## src/rtl/rtc_trans_seq.sv

```systemverilog
// Transaction sequencer feeding the RTC control-signal generator: command write, N_REGS reads, single writes.
// Optional watchdog on the WAIT state enabled by defining RTC_SEQ_TIMEOUT_EN.
module rtc_trans_seq #(
  parameter int unsigned N_REGS    = 6,
  parameter logic [7:0]  BASE_ADDR = 8'h21,
  parameter logic [7:0]  CMD_ADDR  = 8'hF0,
  parameter logic [7:0]  CMD_DATA  = 8'h00
) (
  input  logic                  clk,
  input  logic                  reset,
  input  logic                  start,
  input  logic                  wr_req,
  input  logic [7:0]            wr_addr,
  input  logic [7:0]            wr_data,
  input  logic                  flag_done,
  input  logic                  out_direccion_dato,
  input  logic                  rd_n,
  input  logic [7:0]            ad_in,
  output logic                  en_funcion,
  output logic                  in_escribir_leer,
  output logic [7:0]            ad_out,
  output logic                  ad_oe,
  output logic [8*N_REGS-1:0]   rd_regs,
  output logic                  busy,
  output logic                  frame_done,
  output logic                  wr_ack,
  output logic                  err
);

  localparam int unsigned IDX_W = (N_REGS > 1) ? $clog2(N_REGS) : 1;

  localparam logic [2:0] S_IDLE  = 3'd0;
  localparam logic [2:0] S_LOAD  = 3'd1;
  localparam logic [2:0] S_ISSUE = 3'd2;
  localparam logic [2:0] S_WAIT  = 3'd3;
  localparam logic [2:0] S_GAP   = 3'd4;

  localparam logic [1:0] K_CMD  = 2'd0;
  localparam logic [1:0] K_READ = 2'd1;
  localparam logic [1:0] K_WR   = 2'd2;

  logic [2:0]       r_state;
  logic [1:0]       r_kind;
  logic [IDX_W-1:0] r_idx;
  logic             r_pending;
  logic [7:0]       r_cur_addr;
  logic [7:0]       r_cur_data;
  logic             r_cur_dir;
  logic [7:0]       r_shadow;
  logic [7:0]       r_regs [N_REGS];
  logic             r_frame_done;
  logic             r_wr_ack;
  logic             w_sample;
  logic [7:0]       w_shadow_nxt;

`ifdef RTC_SEQ_TIMEOUT_EN
  logic [5:0]       r_wdog;
  logic             r_err;
`endif

  // The capture on flag_done must include a sample taken in that same cycle.
  assign w_sample     = (r_state == S_WAIT) && (r_kind == K_READ) && out_direccion_dato && !rd_n;
  assign w_shadow_nxt = w_sample ? ad_in : r_shadow;

  always_ff @(posedge clk or negedge reset) begin
    if (!reset) begin
      r_state      <= S_IDLE;
      r_kind       <= K_CMD;
      r_idx        <= '0;
      r_pending    <= 1'b0;
      r_cur_addr   <= '0;
      r_cur_data   <= '0;
      r_cur_dir    <= 1'b0;
      r_shadow     <= '0;
      r_frame_done <= 1'b0;
      r_wr_ack     <= 1'b0;
      for (int unsigned i = 0; i < N_REGS; i++) r_regs[i] <= '0;
`ifdef RTC_SEQ_TIMEOUT_EN
      r_wdog       <= '0;
      r_err        <= 1'b0;
`endif
    end else begin
      r_frame_done <= 1'b0;
      r_wr_ack     <= 1'b0;
      r_shadow     <= w_shadow_nxt;
      if (start && (r_state != S_IDLE)) r_pending <= 1'b1;
`ifdef RTC_SEQ_TIMEOUT_EN
      r_wdog <= (r_state == S_WAIT) ? r_wdog + 6'd1 : '0;
`endif
      case (r_state)
        S_IDLE: begin
          if (wr_req) begin
            r_kind     <= K_WR;
            r_cur_addr <= wr_addr;
            r_cur_data <= wr_data;
            r_cur_dir  <= 1'b1;
            r_state    <= S_LOAD;
            if (start) r_pending <= 1'b1;
          end else if (start || r_pending) begin
            r_kind     <= K_CMD;
            r_cur_addr <= CMD_ADDR;
            r_cur_data <= CMD_DATA;
            r_cur_dir  <= 1'b1;
            r_idx      <= '0;
            r_pending  <= 1'b0;
            r_state    <= S_LOAD;
          end
        end
        S_LOAD:  r_state <= S_ISSUE;
        S_ISSUE: r_state <= S_WAIT;
        S_WAIT: begin
          if (flag_done) begin
            if (r_kind == K_READ) r_regs[r_idx] <= w_shadow_nxt;
            r_state <= S_GAP;
          end
`ifdef RTC_SEQ_TIMEOUT_EN
          else if (r_wdog == 6'd39) begin
            r_err     <= 1'b1;
            r_pending <= 1'b0;
            r_state   <= S_IDLE;
          end
`endif
        end
        S_GAP: begin
          case (r_kind)
            K_CMD: begin
              r_kind     <= K_READ;
              r_idx      <= '0;
              r_cur_addr <= BASE_ADDR;
              r_cur_data <= '0;
              r_cur_dir  <= 1'b0;
              r_state    <= S_LOAD;
            end
            K_READ: begin
              if (r_idx == IDX_W'(N_REGS - 1)) begin
                r_frame_done <= 1'b1;
                r_state      <= S_IDLE;
              end else begin
                r_idx      <= r_idx + IDX_W'(1);
                r_cur_addr <= BASE_ADDR + 8'(r_idx) + 8'd1;
                r_state    <= S_LOAD;
              end
            end
            default: begin
              r_wr_ack <= 1'b1;
              r_state  <= S_IDLE;
            end
          endcase
        end
        default: r_state <= S_IDLE;
      endcase
    end
  end

  always_comb begin
    ad_out = '0;
    ad_oe  = 1'b0;
    if (r_state != S_IDLE) begin
      if (!out_direccion_dato) begin
        ad_out = r_cur_addr;
        ad_oe  = 1'b1;
      end else if (r_cur_dir) begin
        ad_out = r_cur_data;
        ad_oe  = 1'b1;
      end
    end
  end

  always_comb begin
    rd_regs = '0;
    for (int unsigned i = 0; i < N_REGS; i++) rd_regs[i*8 +: 8] = r_regs[i];
  end

  assign en_funcion       = (r_state == S_ISSUE);
  assign in_escribir_leer = (r_state != S_IDLE) && r_cur_dir;
  assign busy             = (r_state != S_IDLE);
  assign frame_done       = r_frame_done;
  assign wr_ack           = r_wr_ack;
`ifdef RTC_SEQ_TIMEOUT_EN
  assign err              = r_err;
`else
  assign err              = 1'b0;
`endif

endmodule

```

## config.mk

```make
export PLATFORM = sky130hd
export DESIGN_NAME = rtc_trans_seq
export DESIGN_NICKNAME = d
export VERILOG_FILES = /design/src/rtl/rtc_trans_seq.sv
export SDC_FILE = /design/constraint.sdc
export NUM_CORES = 1
export LEC_CHECK = 0
export BUFFER_PORTS_ARGS = -buffer_cell sky130_fd_sc_hd__buf_4
export CORE_ASPECT_RATIO = 1.5
export CORE_MARGIN = 2
export CORE_UTILIZATION = 58
export CTS_BUF_LIST = sky130_fd_sc_hd__clkbuf_16
export CTS_CLUSTER_DIAMETER = 40
export DETAILED_ROUTE_END_ITERATION = 8
export GPL_TIMING_DRIVEN = 0
export PLACE_DENSITY = 0.9
export SLEW_MARGIN = 10
export SYNTH_ARGS = -nofsm -noshare
export SYNTH_HDL_FRONTEND = slang
export SYNTH_SLANG_ARGS = --single-unit
```

## constraint.sdc

```tcl
create_clock -name clk -period 4.9 [get_ports clk]
set_input_delay 0.735 -clock clk [delete_from_list [all_inputs] [get_ports clk]]
set_output_delay 0.735 -clock clk [all_outputs]
set_load 0.05 [all_outputs]
```

# Word level (Yosys, flattened, before mapping)
# Index checks and enable logic that the tools add are counted.
# totals
regBits	84
in_bits	31
elab_cells	101
# classes
add_sub_neg	3
n_lt_le_gt_ge	2
eq_ne	13
mux	48
bitwise	1
reduce_logical	18
# op_table
op	count
8-bit two-way mux	11
48-bit bitwise mux	1
8-bit one-hot mux with 2 select lines	3
8-bit demux with 3-bit select	1
3-bit two-way mux	6
1-bit two-way mux	17
3-bit one-hot mux with 5 select lines	1
3-bit one-hot mux with 2 select lines	2
7-bit by 1-bit adder with 8-bit output (second input constant)	1
6-bit by 3-bit adder with 7-bit output (first input constant)	1
3-bit by 2-bit equality test with 1-bit output (second input constant)	2
3-bit equality test (second input constant)	2
1-bit logical AND	6
2-bit two-way mux	3
2-bit inequality test (second input constant)	3
3-bit inequality test (second input constant)	2
3-bit AND reduction	2
5-bit AND reduction	1
4-bit greater-or-equal comparator (second input constant)	1
4-bit by 1-bit < comparator with 1-bit output (second input constant)	1
3-bit inverter with 4-bit output	1
1-bit one-hot mux with 2 select lines	2
2-bit one-hot mux with 2 select lines	1
4-bit AND reduction	1
13 further kinds	13

# Longest topological paths before layout
# depth
word_depth	6
mapped_depth	7
depth_no_buf	5

# Worst setup path after synthesis
# OpenSTA, ideal clock, no wires.
# synth_path
path_type	register -> output
startpoint	register r_state[2]
endpoint	output port en_funcion
arrival_ns	2.071
path_slack_ns	2.094
path_stages_with_launch	5
n_path_buf	3
path_cell_list	dfrtp_1 -> buf_4 -> buf_6 -> clkbuf_1 -> nor3b_1
# synth_between
elab_chain_len	1
# synth_lines
element	line_no	text
from (decl)	42	logic [2:0] r_state;
from (signal assigned)	67	r_state <= S_IDLE;
from (signal assigned)	97	r_state <= S_LOAD;
from (signal assigned)	106	r_state <= S_LOAD;
3-bit by 2-bit equality test with 1-bit output	174	assign en_funcion = (r_state == S_ISSUE);
to (decl)	19	output logic en_funcion,
# No other way between the ends.

# Worst setup path after layout
# layout_path
startpoint	register r_state[1]
endpoint	output port ad_out[6]
# layout_between
elab_chain_len	2
# layout_lines
element	line_no	text
3-bit nonzero test	158	if (r_state != S_IDLE) begin
8-bit two-way mux	158	
to (decl)	21	output logic [7:0] ad_out,
# No other way between the ends.

==> metrics.md <==
| Metric | Value |
|---|---|
| Cts hold-fix bufs | 0 |
| Initial Utilization | 0.5979 |
| Peak supply drop | 0.5383 mV |
| Worst slew pin tran | 1.056 ns |
| Slew headroom | 0.2961 |
| Worst-path clk slew | 0.06 ns |
| Crit path buffers/inverters | 3 |
| Height of the die | 107.3 microns |
| Core area | 0.006898 sq mm |
| Hold Path Depth | 2 |
| Fin crit period | 2.646 ns |
| #FFs+latches synth | 84 |
| Gpl congestion | 0.9010 |
| Met3 usage in global routing | 0.05431 |
| CP Data Required Time | 4.16 ns |
| Post-CTS Setup Repair Bufs | 0 |
| H-Tree Depth | 3 |
| Met2 GRT Util | 0.4916 |
| Total GRT Usage | 0.2965 |
| Primary FF master, synth | dfrtp_1 |
| Synth unique cells | 46 |
| Die footprint | 0.007815 sq mm |
| Max Root-Sink Buffers | 2 |
| First-pass GRT wire length | 17410 microns |
| RSZ-0062 raised after global routing | false |
| Worst r2r path cells | 7 |
| Slowest-stage cell, CP | dfrtp_1 |
| DRT Pass-1 Iters | 5 |
| Avg WL per Cell | 19.37 microns |
| Clock Skew | 0.007457 ns |
| CP Launch Type | register |
| CP Class | register to primary output |
| DR DRC count | 0 |
| 1st-iter DRT viols | 334 |
| Ratio of cells with drive above 1 in the final layout | 0.2938 |
| Critical path arrival | 1.91 ns |
| Largest net degree at the start of global routing | 85 |
| Static Leak | 2.506 nW |
| Final nets | 529 |
| Pwr dens | 534.4 mW/mm^2 |
| Post-synthesis async set-or-reset flop share | 1.000 |
| Number of buffers created by CTS | 9 |
| Die X | 72.85 microns |
| Setup violators final | 0 |
| Met1 usage | 0.3484 |
| Clock Latency Late Sink | 0.34 ns |
| DP HPWL | 7998 microns |
| Post-Route WL | 11140 microns |
| # Max-Cap Violations | 0 |
| Cell area after synthesis | 0.004124 sq mm |
| Clk sink count | 84 |
| Share of the yosys chip area belonging to registers | 0.5097 |
| GR Overflow Total | 0 |
| Routed Antenna Nets | 0 |
| N_diodes | 0 |
| CTS tree | built |
| Root buf cell | clkbuf_16 |
| Average size of a mapped cell | 10.57 sq um |
| Routed vias/inst | 6.323 |
| Worst Path Max Fanout | 10 |
| Post-cts sizing count | 0 |
| Fin crit share | 0.5401 |
| Synthesized netlist net count | 427 |
| Min setup slack post-route | 2.254 ns |
| Gate Count Post-Synth | 390 |
| Post-synth EDFFs | 0 |
| Area Growth Syn to Fin | 25.82% |
| Ys Warns | 0 |
| Vias in the first global route | 3527 |
| Worst hold path type | register to register |
| Crit path cell chain | buf_2 -> nor3_4 -> clkbuf_1 -> nor2_1 -> buf_4 |
| Initial antenna violation count | 0 |
| Grt peak-use layer | met2 |
| Final hold vios | 0 |
| # IOs | 94 |
| Setup Slack @ Placement | 2.424 ns |
| CP Depth | 5 |
| Status | finished clean |
| Worst path top cell family by delay | buffers and inverters |
| Setup crit end kind | primary output |
| Row cnt | 37 |
| FMAX | 0.3779 GHz |
| CP peak stage delay | 0.40 ns |
| Pins Over Slew Limit | 0 |
| PortBufs | 91 |
| Setup TNS | 0 ns |
| Via count | 3636 |
## cell usage in the layout (no fill, tap or decap), types with 5 or more instances in the layout
cell type / n
buf_1: 5
nor4bb_1: 10
a31oi_1: 48
inv_1: 9
a21oi_1: 55
a22oi_1: 9
buf_2: 9
and2_1: 7
nand2_1: 31
o21ai_4: 8
nor2b_1: 5
o211ai_1: 8
ha_1: 6
clkbuf_1: 14
clkbuf_16: 9
nor2_1: 16
and4b_1: 5
buf_4: 96
mux2_2: 7
dfrtp_1: 84
## cell type report
cell class | instances | area (sq um)
sequential | 84 | 2102
multi-input combinational | 262 | 1812
fill | 493 | 1709
timing repair buffer | 91 | 683.2
clock buffer | 9 | 225.2
buffer | 35 | 176.4
tap | 78 | 97.59
clock inverter | 7 | 58.81
inverter | 9 | 33.78
## worst paths after layout
| path | from | end | slack [ns] |
|---|---|---|---|
| setup reg to reg | r_idx[2] | rd_regs[18] | 2.62 |
| max in group asynchronous | reset | r_shadow[0] | 3.64 |
| hold reg to reg | rd_regs[8] | rd_regs[8] | 0.54 |
| min in group asynchronous | reset | rd_regs[20] | 0.58 |
| setup / recovery | r_state[1] | ad_out[6] | 2.25 |
| hold / removal | rd_regs[8] | rd_regs[8] | 0.54 |
## Yosys cell counts, drive strengths merged, types with 4 or more instances
| library cell | count | area (sq um) |
|---|---|---|
| nor4bb | 10 | 100.1 |
| mux2 | 7 | 78.83 |
| buf | 21 | 123.9 |
| or3b | 4 | 35.04 |
| dfrtp | 84 | 2102 |
| o22ai | 5 | 45.04 |
| and4b | 5 | 50.05 |
| a22oi | 9 | 67.56 |
| nand2 | 31 | 116.4 |
| a31oi | 48 | 300.3 |
| and2 | 7 | 43.79 |
| a2bb2oi | 4 | 35.03 |
| nor3 | 6 | 46.30 |
| clkbuf | 14 | 52.55 |
| o21ai | 8 | 130.1 |
| o211ai | 8 | 60.06 |
| a21oi | 55 | 275.3 |
| nor2b | 5 | 31.28 |
| nor2 | 16 | 60.06 |
| mux2i | 4 | 40.04 |
| ha | 6 | 75.07 |
| inv | 9 | 33.78 |
## worst register-to-register path: stages (launching register included)
cell and delay (ns):
dfrtp_1 0.44, inv_1 0.13, ha_1 0.17, nor4bb_1 0.26, clkbuf_1 0.42, and2_1 0.19
buf_1 0.37, a31oi_1 0.17
## flip-flops by register name, indices dropped and copies added, names as in the netlist
name        cells
r_pending       1
frame_done      1
rd_regs        48
r_shadow        8
r_idx           3
r_cur_dir       1
r_cur_data      8
wr_ack          1
r_state         3
r_kind          2
r_cur_addr      8
## through the flow
step                      std cells  cell area [sq um]  hold slack [ns]  total power [mW]    util
final                           575               5189           0.5449             2.773  0.7522
after global routing            575               5189           0.5646             2.896  0.7522
after CTS                       575               5189           0.5519             2.770  0.7522
after detailed placement        559               4905           0.5369             2.117  0.7110
after global placement          559               4905           0.5268             2.078  0.7110
after floorplan                 390               4124           0.4394             1.783       -
## where the power goes
| group | switching [mW] | internal, mW | total, mW |
|---|---|---|---|
| clock network | 0.265 | 0.387 | 0.653 |
| registers | 0.120 | 0.845 | 0.965 |
| logic | 0.760 | 0.396 | 1.16 |
## logic make-up (layout without fill, tap and decap cells)
kind of cell / after synthesis / after routing / synth area share
buf+inv: 44 / 151 / 0.05097
fa+ha+maj: 6 / 6 / 0.01820
flops: 84 / 84 / 0.5097
compound gates: 142 / 142 / 0.2357
other cells: 1 / 1 / 0.0009093
mux: 11 / 11 / 0.02882
simple gates: 102 / 102 / 0.1556
## per-layer routing
metal | vias up | wire length (microns)
li1 | 1639 | -
met1 | 1755 | 4199
met2 | 209 | 5715
met3 | 33 | 755
met4 | 0 | 467
met5 | - | 0
No activity file was read; power rests on OpenSTA's default activity.
